==> src/rtl/mac_array_stream.sv <==
// Handshaked LANES-wide signed MAC array: one operand beat per accepted cycle, results via valid/ready.
// Optional feature: define MAC_SATURATE_EN for saturating accumulation with sticky per-lane ovf.
module mac_array_stream #(
    parameter int LANES  = 4,
    parameter int DATA_W = 8,
    parameter int ACC_W  = 32,
    parameter int K_W    = 8
) (
    input  logic                    clk,
    input  logic                    rst,
    input  logic                    start,
    input  logic [K_W-1:0]          k_len,
    output logic                    busy,
    input  logic                    in_valid,
    output logic                    in_ready,
    input  logic [LANES*DATA_W-1:0] a_vec,
    input  logic [LANES*DATA_W-1:0] b_vec,
    output logic                    out_valid,
    input  logic                    out_ready,
    output logic [LANES*ACC_W-1:0]  acc_vec,
    output logic [LANES-1:0]        ovf
);

    typedef enum logic [1:0] {IDLE, ACC, DONE} state_t;

    state_t           state, state_next;
    logic [K_W-1:0]   cnt;
    logic [ACC_W-1:0] acc      [LANES];
    logic [ACC_W-1:0] acc_next [LANES];
    logic [LANES-1:0] clamp;
    logic [LANES-1:0] ovf_r;
    logic             beat;

    assign busy      = (state != IDLE);
    assign in_ready  = (state == ACC);
    assign out_valid = (state == DONE);
    assign beat      = in_valid && in_ready;
    assign ovf       = ovf_r;

    // NOTE: every always_comb output gets a default first so no path leaves it unassigned (no latch).
    always_comb begin
        state_next = state;
        case (state)
            IDLE:    if (start) state_next = (k_len == '0) ? DONE : ACC;
            ACC:     if (beat && cnt == K_W'(1)) state_next = DONE;
            DONE:    if (out_ready) state_next = IDLE;
            default: state_next = IDLE;
        endcase
    end

    for (genvar g = 0; g < LANES; g++) begin : g_lane
        logic [2*DATA_W-1:0] prod;
        assign prod = $signed(a_vec[g*DATA_W +: DATA_W]) * $signed(b_vec[g*DATA_W +: DATA_W]);
`ifdef MAC_SATURATE_EN
        // One guard bit holds the exact sum; a mismatch between the top two bits means a clamp.
        logic [ACC_W:0] sum;
        assign sum = {acc[g][ACC_W-1], acc[g]}
                   + {{(ACC_W+1-2*DATA_W){prod[2*DATA_W-1]}}, prod};
        assign clamp[g]    = sum[ACC_W] ^ sum[ACC_W-1];
        assign acc_next[g] = !clamp[g]   ? sum[ACC_W-1:0]
                           : sum[ACC_W]  ? {1'b1, {(ACC_W-1){1'b0}}}
                                         : {1'b0, {(ACC_W-1){1'b1}}};
`else
        assign clamp[g]    = 1'b0;
        assign acc_next[g] = acc[g] + {{(ACC_W-2*DATA_W){prod[2*DATA_W-1]}}, prod};
`endif
        assign acc_vec[g*ACC_W +: ACC_W] = acc[g];
    end

    // NOTE: sequential state uses non-blocking assignments so every register sees pre-edge values.
    always_ff @(posedge clk) begin
        if (rst) begin
            state <= IDLE;
            cnt   <= '0;
            ovf_r <= '0;
            // NOTE: the accumulator array is reset explicitly because a reset must discard any partial job.
            for (int i = 0; i < LANES; i++) acc[i] <= '0;
        end else begin
            state <= state_next;
            case (state)
                IDLE: if (start) begin
                    cnt   <= k_len;
                    ovf_r <= '0;
                    for (int i = 0; i < LANES; i++) acc[i] <= '0;
                end
                ACC: if (beat) begin
                    cnt   <= cnt - K_W'(1);
                    ovf_r <= ovf_r | clamp;
                    for (int i = 0; i < LANES; i++) acc[i] <= acc_next[i];
                end
                default: ;
            endcase
        end
    end

endmodule
==> config.mk <==
export PLATFORM = sky130hd
export DESIGN_NAME = mac_array_stream
export DESIGN_NICKNAME = d
export VERILOG_FILES = /design/src/rtl/mac_array_stream.sv
export SDC_FILE = /design/constraint.sdc
export NUM_CORES = 1
export LEC_CHECK = 0
export ABC_AREA = 1
export CORE_ASPECT_RATIO = 0.75
export CORE_MARGIN = 2
export CORE_UTILIZATION = 61
export DETAILED_ROUTE_END_ITERATION = 10
export GPL_TIMING_DRIVEN = 0
export HOLD_SLACK_MARGIN = 0.08
export PLACE_DENSITY = 0.84
export SETUP_SLACK_MARGIN = 0.2
export SYNTH_ARGS = -nofsm -noshare
export SYNTH_HDL_FRONTEND = slang
export SYNTH_SLANG_ARGS = --single-unit
export TNS_END_PERCENT = 100
==> constraint.sdc <==
create_clock -name clk -period 9.4 [get_ports clk]
set_input_delay 1.88 -clock clk [delete_from_list [all_inputs] [get_ports clk]]
set_output_delay 1.88 -clock clk [all_outputs]
set_load 0.01 [all_outputs]
==> results by stage, run 1 <==
Status:
- The run finished with clean final reports.

Final layout:
- The filler cells instantiated in the layout total 3118.
- After the last flow step, the layout net total stands at 3870.
- From synthesis to final layout, the design area changed by 11.96%.
- 0 antenna diodes ended up in the layout.
- Of the cells placed in the final design, the portion with a size suffix greater than 1 is 0.02576.

Placement:
- Detailed placement finished with a half-perimeter wire length of 51160 um.
- Buffers placed on the I/O ports in this run total 146.
- The congestion estimate from routability-driven global placement came to 0.9984.

Global routing:
- The via count of the first global-routing pass is 20.38k.
- Entering global routing, the biggest net connects 38 pins.
- The number of antenna violations at the first check in global routing is 0.
- The first global-routing pass estimated 99440 um of wire.
- The total global routing overflow is 0.
- The total routing resource utilization after global routing is 0.3211.

Worst setup path:
- In this run the critical register-to-register path is launched from acc[3][0].
- By startpoint and endpoint, the worst setup path is classified as in -> reg.
- The data arrival time of the critical path is 8.56 ns.
- STA classifies the critical path endpoint as a flop.
- Data on the critical path is required at its endpoint by 9.62 ns.
- The path depth of the worst reg2reg path is 10.
- In this run the worst path has a maximum fanout of 17.
- The worst setup path is launched from a primary input.
- In this run the critical register-to-register path is captured at acc[3][22].
- The register-to-register path setup slack is 6.66 ns.

STA:
- The measured slew at the worst slew-check pin is 0.9045 ns.
- After layout, the minimum clock period comes to 8.341 ns.
- Clock skew on the completed layout was measured at 0.01361 ns.
- The final-report hold violation count came to 0.
- Setup violations remaining at the end of the flow were counted as 0.
- The worst slew margin relative to its limit is 0.3949.
- Setup repair after global routing left no endpoint under its margin.
- The setup total negative slack is 0 ns.
- Derived from the worst setup path, the maximum achievable clock frequency is 0.1199 GHz.
- The max-slew violation count came to 0.
- The final worst-path cycle share is 0.8874.

Logic synthesis:
- For this run, the number of Yosys warnings is 0.
- Among all cell types in the netlist, the one instantiated most often is sky130_fd_sc_hd__nand2_1.
- The mean cell area of the mapped netlist is 7.163 um2.
- After synthesis the netlist holds a flip-flop and latch count of 138.
- Synthesis handed over a netlist of 3157 instances.
- Of the post-synthesis cell area, the dominant cell type holds 0.1983.
- Yosys attributes the largest share of cell area to sky130_fd_sc_hd__fa_1 20%, sky130_fd_sc_hd__ha_1 14%, sky130_fd_sc_hd__edfxtp_1 13%, sky130_fd_sc_hd__nand2_1 11%, sky130_fd_sc_hd__inv_1 11%.
- For this run, asynchronously set or reset flops after synthesis account for 0.
- After synthesis, the netlist uses 48 different library cells.
- The fraction of the yosys area taken by sequential cells is 0.1647.
- The count of flip-flops with a built-in enable after synthesis is 96.
- By count the netlist is led by 688 x sky130_fd_sc_hd__nand2_1, 669 x sky130_fd_sc_hd__inv_1, 294 x sky130_fd_sc_hd__a21oi_1, 246 x sky130_fd_sc_hd__nor2_1, 244 x sky130_fd_sc_hd__ha_1.
- Among all flip-flop cells after synthesis, the most frequent one is sky130_fd_sc_hd__edfxtp_1.
- The netlist area before placement is 22610 um2.
- The biggest area contributor in the post-synthesis netlist is sky130_fd_sc_hd__fa_1.

Drt:
- The via total after detailed routing is 21.38k.
- The per-cell routed wire length is 15.96 um.
- Once detail routing completed, the nets flagged for antenna violations numbered 0.
- In the routed design, unresolved DRC markers number 0.
- The length of the first detailed-routing pass in iterations is 7.
- The routed wire length is 61310 um.
- After detailed routing, the number of vias per cell comes to 5.564.
- The number of DRC violations after detailed-routing iteration 0 is 1700.

Clock tree:
- The CTS tree is yes.
- The buffer count from post-CTS setup fixing is 0.
- The count of hold buffers inserted by post-cts repair is 0.
- Counting every sink on the clock net gives 138.
- CTS built an H-tree with a depth of 4.
- The library cell used as clock root buffer is sky130_fd_sc_hd__clkbuf_16.
- No sink is reached through more buffers than the 2 on the longest clock path.
- For the worst-skew pair, the clock arrives at the later sink with an insertion delay of 0.46 ns.
- After clock tree synthesis, the repair step resized 0 gates.
- Clock-pin slew was measured on the worst setup and hold paths at 0.07 ns.
- The total clock buffers created by CTS is 17.

Floorplanning:
- The die is 170.7 um tall.
- The number of top-level pins is 212.
- The placeable core region is 36790 um2.
- For this configuration, the core starts out at a cell density of 0.6147.
- The horizontal die dimension is 226.3 um.
- The area of the die is 38640 um2.
- The floorplan has 61 rows.

Hold path:
- Counting instances, the worst hold path has a depth of 2.
- The hold path endpoint is acc[2][6].
- The startpoint of the worst hold path is acc[2][6].
- The class of the tightest hold or removal check is reg -> reg.

Job:
- The number of violations of the max-capacitance limit is 0.
==> worst max path at each step <==
stage	start	to	slack [ns]
floorplan	b_vec[26]	acc[3][25]	2.16
global placement	b_vec[31]	acc[3][31]	0.93
detailed placement	b_vec[31]	acc[3][31]	0.77
CTS	b_vec[31]	acc[3][31]	1.23
global route	b_vec[31]	acc[3][31]	0.73
finish	b_vec[31]	acc[3][31]	1.06
==> critical path, stage by stage <==
cell	delay, ns
sky130_fd_sc_hd__clkdlybuf4s50_1	0.47
sky130_fd_sc_hd__clkinv_1	0.26
sky130_fd_sc_hd__or2_2	0.39
sky130_fd_sc_hd__fa_1	0.50
sky130_fd_sc_hd__fa_1	0.53
sky130_fd_sc_hd__inv_1	0.05
sky130_fd_sc_hd__fa_1	0.53
sky130_fd_sc_hd__fa_1	0.43
sky130_fd_sc_hd__ha_1	0.33
sky130_fd_sc_hd__nand2_1	0.11
sky130_fd_sc_hd__a21oi_1	0.05
sky130_fd_sc_hd__a211oi_1	0.24
sky130_fd_sc_hd__nand3_1	0.18
sky130_fd_sc_hd__nand3_1	0.14
sky130_fd_sc_hd__nand2_1	0.45
sky130_fd_sc_hd__ha_1	0.57
sky130_fd_sc_hd__nand2_1	0.13
sky130_fd_sc_hd__nor2_1	0.40
sky130_fd_sc_hd__inv_1	0.08
sky130_fd_sc_hd__nor2_1	0.15
sky130_fd_sc_hd__inv_1	0.07
sky130_fd_sc_hd__nor3_1	0.13
sky130_fd_sc_hd__nand2_1	0.07
sky130_fd_sc_hd__nand2_1	0.21
sky130_fd_sc_hd__nand3_1	0.11
sky130_fd_sc_hd__nand2_1	0.06
sky130_fd_sc_hd__nor2_1	0.04
==> placed cells by master (no fill, tap or decap), types with 7 or more instances in the layout <==
master and n:
sky130_fd_sc_hd__nand2_1 685, sky130_fd_sc_hd__inv_1 669, sky130_fd_sc_hd__a21oi_1 294, sky130_fd_sc_hd__nor2_1 246, sky130_fd_sc_hd__ha_1 244, sky130_fd_sc_hd__fa_1 224
sky130_fd_sc_hd__clkdlybuf4s50_1 146, sky130_fd_sc_hd__o21ai_0 138, sky130_fd_sc_hd__nand3_1 122, sky130_fd_sc_hd__edfxtp_1 96, sky130_fd_sc_hd__clkbuf_1 69, sky130_fd_sc_hd__dfxtp_1 42
sky130_fd_sc_hd__xor2_1 31, sky130_fd_sc_hd__nand4_1 31, sky130_fd_sc_hd__xnor2_1 29, sky130_fd_sc_hd__o21a_1 25, sky130_fd_sc_hd__o21ai_1 23, sky130_fd_sc_hd__a21o_1 20
sky130_fd_sc_hd__nor3_1 18, sky130_fd_sc_hd__clkbuf_16 18, sky130_fd_sc_hd__a31oi_1 16, sky130_fd_sc_hd__or2_2 14, sky130_fd_sc_hd__nand3b_1 12, sky130_fd_sc_hd__o21bai_1 11
sky130_fd_sc_hd__o211ai_1 9, sky130_fd_sc_hd__buf_2 9, sky130_fd_sc_hd__o221ai_1 8, sky130_fd_sc_hd__buf_4 7, sky130_fd_sc_hd__inv_6 7
==> flip-flops by register name, summed over array words and instances, names as in the netlist <==
name   cells
acc      128
cnt        8
state      2
==> cell families after synthesis <==
family / count (synthesis) / synth area share
and+or+nand+nor: 1151 / 0.2084
AOI/OAI and AO/OA: 577 / 0.1421
DFF: 138 / 0.1647
adders and majority gates: 468 / 0.3333
other: 1 / 0.0001658
xor gates and xnor gates: 60 / 0.02324
buffers and inverters: 762 / 0.1281
==> layout make-up <==
| class | instances | area, um2 | share of cell area |
|---|---|---|---|
| plain buffers | 85 | 356.6 | 0.01408 |
| clock buffers | 18 | 450.4 | 0.01779 |
| repair buffers | 146 | 1461 | 0.05772 |
| clock inverters | 14 | 142.6 | 0.005634 |
| multi-input cells | 2260 | 16010 | 0.6324 |
| well taps | 504 | 630.6 | 0.02491 |
| flip-flops and latches | 138 | 3724 | 0.1471 |
| inverters | 677 | 2541 | 0.1004 |
==> metrics by stage <==
step	hold WS, ns	std cells	worst slack [ns]	instance area [um2]	util
5_1_grt	0.5196	3842	0.7307	25320	0.6882
3_5_place_dp	0.4808	3810	0.7673	24720	0.6720
6_report	0.4946	3842	1.059	25320	0.6882
3_3_place_gp	0.4755	3810	0.9261	24720	0.6719
4_1_cts	0.4936	3842	1.233	25320	0.6882
2_1_floorplan	0.4794	3160	2.160	22630	-
==> layer usage <==
layer,GRT usage,wire [um]
met1,0.4583,27970
met2,0.4923,26490
met3,0.06595,5194
met4,0.09525,1661
met5,0,0
Power of run 1 is left out: the tool's default activity adds up to more than one toggle a clock period on the data nets, which glitch-free logic cannot reach.
==> inputs of run 2 (changes only) <==
Settings changed: CORE_UTILIZATION 61 to 35, CTS_CLUSTER_SIZE from default to 12, PLACE_DENSITY 0.84 to default.
==> results by stage, run 2 (same netlist as run 1, synthesis figures left out) <==
Global routing:
- Entering global routing, the biggest net connects 33 pins.
- Global routing finished with a remaining overflow of 0.
- The number of antenna violations at the first check in global routing is 1.
- The via count of the first global-routing pass came to 19.33k.
- For this run, the total global-route usage over all layers was measured as 0.1910.
- The first global-routing pass estimated 102900 um of wire.

Clock tree:
- The clock reaches the later pin of the worst-skew pair after 0.47 ns.
- The H-tree depth is 4.
- In this run the clock root is driven by a sky130_fd_sc_hd__clkbuf_16.
- TritonCTS built the clock tree.
- The count of hold buffers inserted by post-cts repair is 0.
- Gates resized during post-CTS repair numbered 0.
- The CTS clock-pin slew for the worst setup and hold paths is 0.06 ns.
- The tree built by TritonCTS fans out to 138 sinks.
- The buffer depth of the longest clock path is 2.
- The total clock buffers created by CTS is 17.
- The buffer count from post-CTS setup fixing is 0.

STA:
- The max-slew violation count is 0.
- The setup total negative slack is 0 ns.
- The final-report hold violation count is 0.
- The final clock skew is 0.01168 ns.
- The smallest hold slack is 0.4874 ns.
- The worst slew margin relative to its limit is 0.3345.
- The measured slew at the worst slew-check pin is 0.9983 ns.
- The highest clock rate is 0.1219 GHz.
- Setup repair after global routing left no endpoint under its margin.
- The final critical-path required period is 8.206 ns.
- The number of setup violations in the final report is 0.
- The final worst-path cycle share is 0.8729.

Final layout:
- The library cell used most frequently in the layout, excluding fill and tap cells, is sky130_fd_sc_hd__nand2_1.
- The register with the most flip-flops in the layout has 128 of them.
- The total inserted antenna cells is 0.
- At the end of the flow, the number of nets in the layout was 3871.
- Compared with the post-synthesis result, the final layout area differs by 14.20%.
- In the layout the commonest cells are 685 x sky130_fd_sc_hd__nand2_1, 669 x sky130_fd_sc_hd__inv_1, 294 x sky130_fd_sc_hd__a21oi_1, 246 x sky130_fd_sc_hd__nor2_1, 244 x sky130_fd_sc_hd__ha_1.
- The largest registers in the layout are acc (128), cnt (8), state (2).
- Ranked by flip-flop count, first place goes to acc.
- Of the cells placed in the final design, the portion with a size suffix greater than 1 is 0.02486.
- The post-layout instance area is 25820 um2.

Worst setup path:
- The data required time of the worst path is 9.63 ns.
- Along the worst path, the maximum fanout reaches 9.
- The kind of end point of the critical path is a flop.
- The startpoint of the most critical register-to-register path is acc[0][0].
- The worst setup path is launched from a primary input.
- The worst register-to-register path ends at acc[0][22].
- The setup path with the least slack is of type in -> reg.
- The path depth of the worst reg2reg path is 10.
- The data arrival time of the critical path is 8.43 ns.
- In this run the register-to-register setup slack is 6.73 ns.

Placement:
- The count of input and output buffers is 146.
- At the end of routability-driven placement, the weighted congestion stood at 0.9314.
- The post-placement cell area is 25190 um2.
- Summed over all nets, the half-perimeter wirelength after detailed placement is 52420 um.

Hold path:
- The worst hold path begins at acc[2][10].
- For hold timing, the worst endpoint is acc[2][10].
- In this run the worst hold path is classified as reg -> reg.
- Counting instances, the worst hold path has a depth of 2.

Job:
- Across the run, the number of max-cap violations was 0.

Floorplanning:
- Row generation in the floorplan step produced 80 rows.
- The number of top-level pins is 212.
- The die extent in y is 224.1 um.
- The horizontal die dimension is 297.5 um.
- The floorplan step defined a die boundary enclosing 66680 um2.
- For this configuration, the core starts out at a cell density of 0.3547.
- The placeable core region is 63760 um2.

Drt:
- For this block, the via count after detailed routing is 20.30k.
- The final layout contains routed wiring with a total length of 62180 um.
- Dividing the detail-routed wire length by the instance count gives 14.80 um.
- The length of the first detailed-routing pass in iterations is 7.
- The number of design rule violations left after detail routing is 0.
- Once detail routing completed, the nets flagged for antenna violations numbered 0.
- Using the TritonRoute via totals, the vias-per-cell ratio works out to 4.834.
- The number of DRC violations after detailed-routing iteration 0 is 1445.

Status:
- The run finished with clean final reports.
[run 2: cell types whose count changed in the layout (fill, tap and decap cells not counted), moves of 2 or more]
cell,previous run,this run
sky130_fd_sc_hd__bufinv_16,0,5
sky130_fd_sc_hd__clkbuf_1,69,71
sky130_fd_sc_hd__clkinv_1,4,6
sky130_fd_sc_hd__clkinv_2,0,2
sky130_fd_sc_hd__clkinv_8,2,0
sky130_fd_sc_hd__clkinvlp_4,0,2
sky130_fd_sc_hd__inv_6,7,0
sky130_fd_sc_hd__inv_8,3,0
[run 2: per-stage QoR]
| step | setup WS, ns | instances | util |
|---|---|---|---|
| after floorplan | 2.160 | 3160 | - |
| after global placement | 0.8277 | 4167 | 0.3947 |
| after detailed placement | 0.8134 | 4168 | 0.3951 |
| after CTS | 1.314 | 4200 | 0.4050 |
| after global routing | 0.6427 | 4200 | 0.4050 |
| final | 1.194 | 4200 | 0.4050 |
[run 2: cell type report]
| type | count | area [um2] |
|---|---|---|
| Inverter | 677 | 2541 |
| Sequential cell | 138 | 3724 |
| Timing Repair Buffer | 147 | 1481 |
| Tap cell | 861 | 1077 |
| Clock buffer | 19 | 432.9 |
| Fill cell | 6721 | 37940 |
| Multi-Input combinational cell | 2260 | 16010 |
| Buffer | 85 | 356.6 |
| Clock inverter | 13 | 200.2 |
[run 2: worst max-delay path, cell delays in order]
cell and delay, ns:
sky130_fd_sc_hd__clkdlybuf4s50_1 0.46, sky130_fd_sc_hd__clkinv_1 0.25, sky130_fd_sc_hd__or2_2 0.38, sky130_fd_sc_hd__fa_1 0.35, sky130_fd_sc_hd__inv_1 0.08, sky130_fd_sc_hd__fa_1 0.45
sky130_fd_sc_hd__fa_1 0.49, sky130_fd_sc_hd__inv_1 0.05, sky130_fd_sc_hd__fa_1 0.47, sky130_fd_sc_hd__inv_1 0.04, sky130_fd_sc_hd__ha_1 0.34, sky130_fd_sc_hd__a21oi_1 0.25
sky130_fd_sc_hd__o21ai_0 0.14, sky130_fd_sc_hd__a21oi_1 0.26, sky130_fd_sc_hd__o21ai_0 0.19, sky130_fd_sc_hd__a31oi_1 0.21, sky130_fd_sc_hd__xor2_1 0.17, sky130_fd_sc_hd__inv_1 0.06
sky130_fd_sc_hd__ha_1 0.34, sky130_fd_sc_hd__nand2_1 0.13, sky130_fd_sc_hd__nor2_1 0.28, sky130_fd_sc_hd__nand4_1 0.13, sky130_fd_sc_hd__o21ai_1 0.41, sky130_fd_sc_hd__a21oi_1 0.21
sky130_fd_sc_hd__o21ai_1 0.23, sky130_fd_sc_hd__nand2_1 0.08, sky130_fd_sc_hd__nand2_1 0.06, sky130_fd_sc_hd__nor2_1 0.04
[run 2: metal layers]
metal,up-vias,GRT usage,wire (um)
met5,-,0,0
met4,0,0.03242,661
met3,33,0.04015,3834
met2,426,0.2771,25200
met1,9481,0.2914,32480
li1,10363,-,-
[run 2: worst max-delay path by stage]
stage,start,end,slack [ns]
2_1_floorplan,b_vec[26],acc[3][25],2.16
3_3_place_gp,b_vec[7],acc[0][22],0.83
3_5_place_dp,b_vec[15],acc[1][22],0.81
4_1_cts,b_vec[7],acc[0][22],1.31
5_1_grt,b_vec[15],acc[1][22],0.64
6_report,b_vec[15],acc[1][22],1.19
Power of run 2 is left out for the same reason.
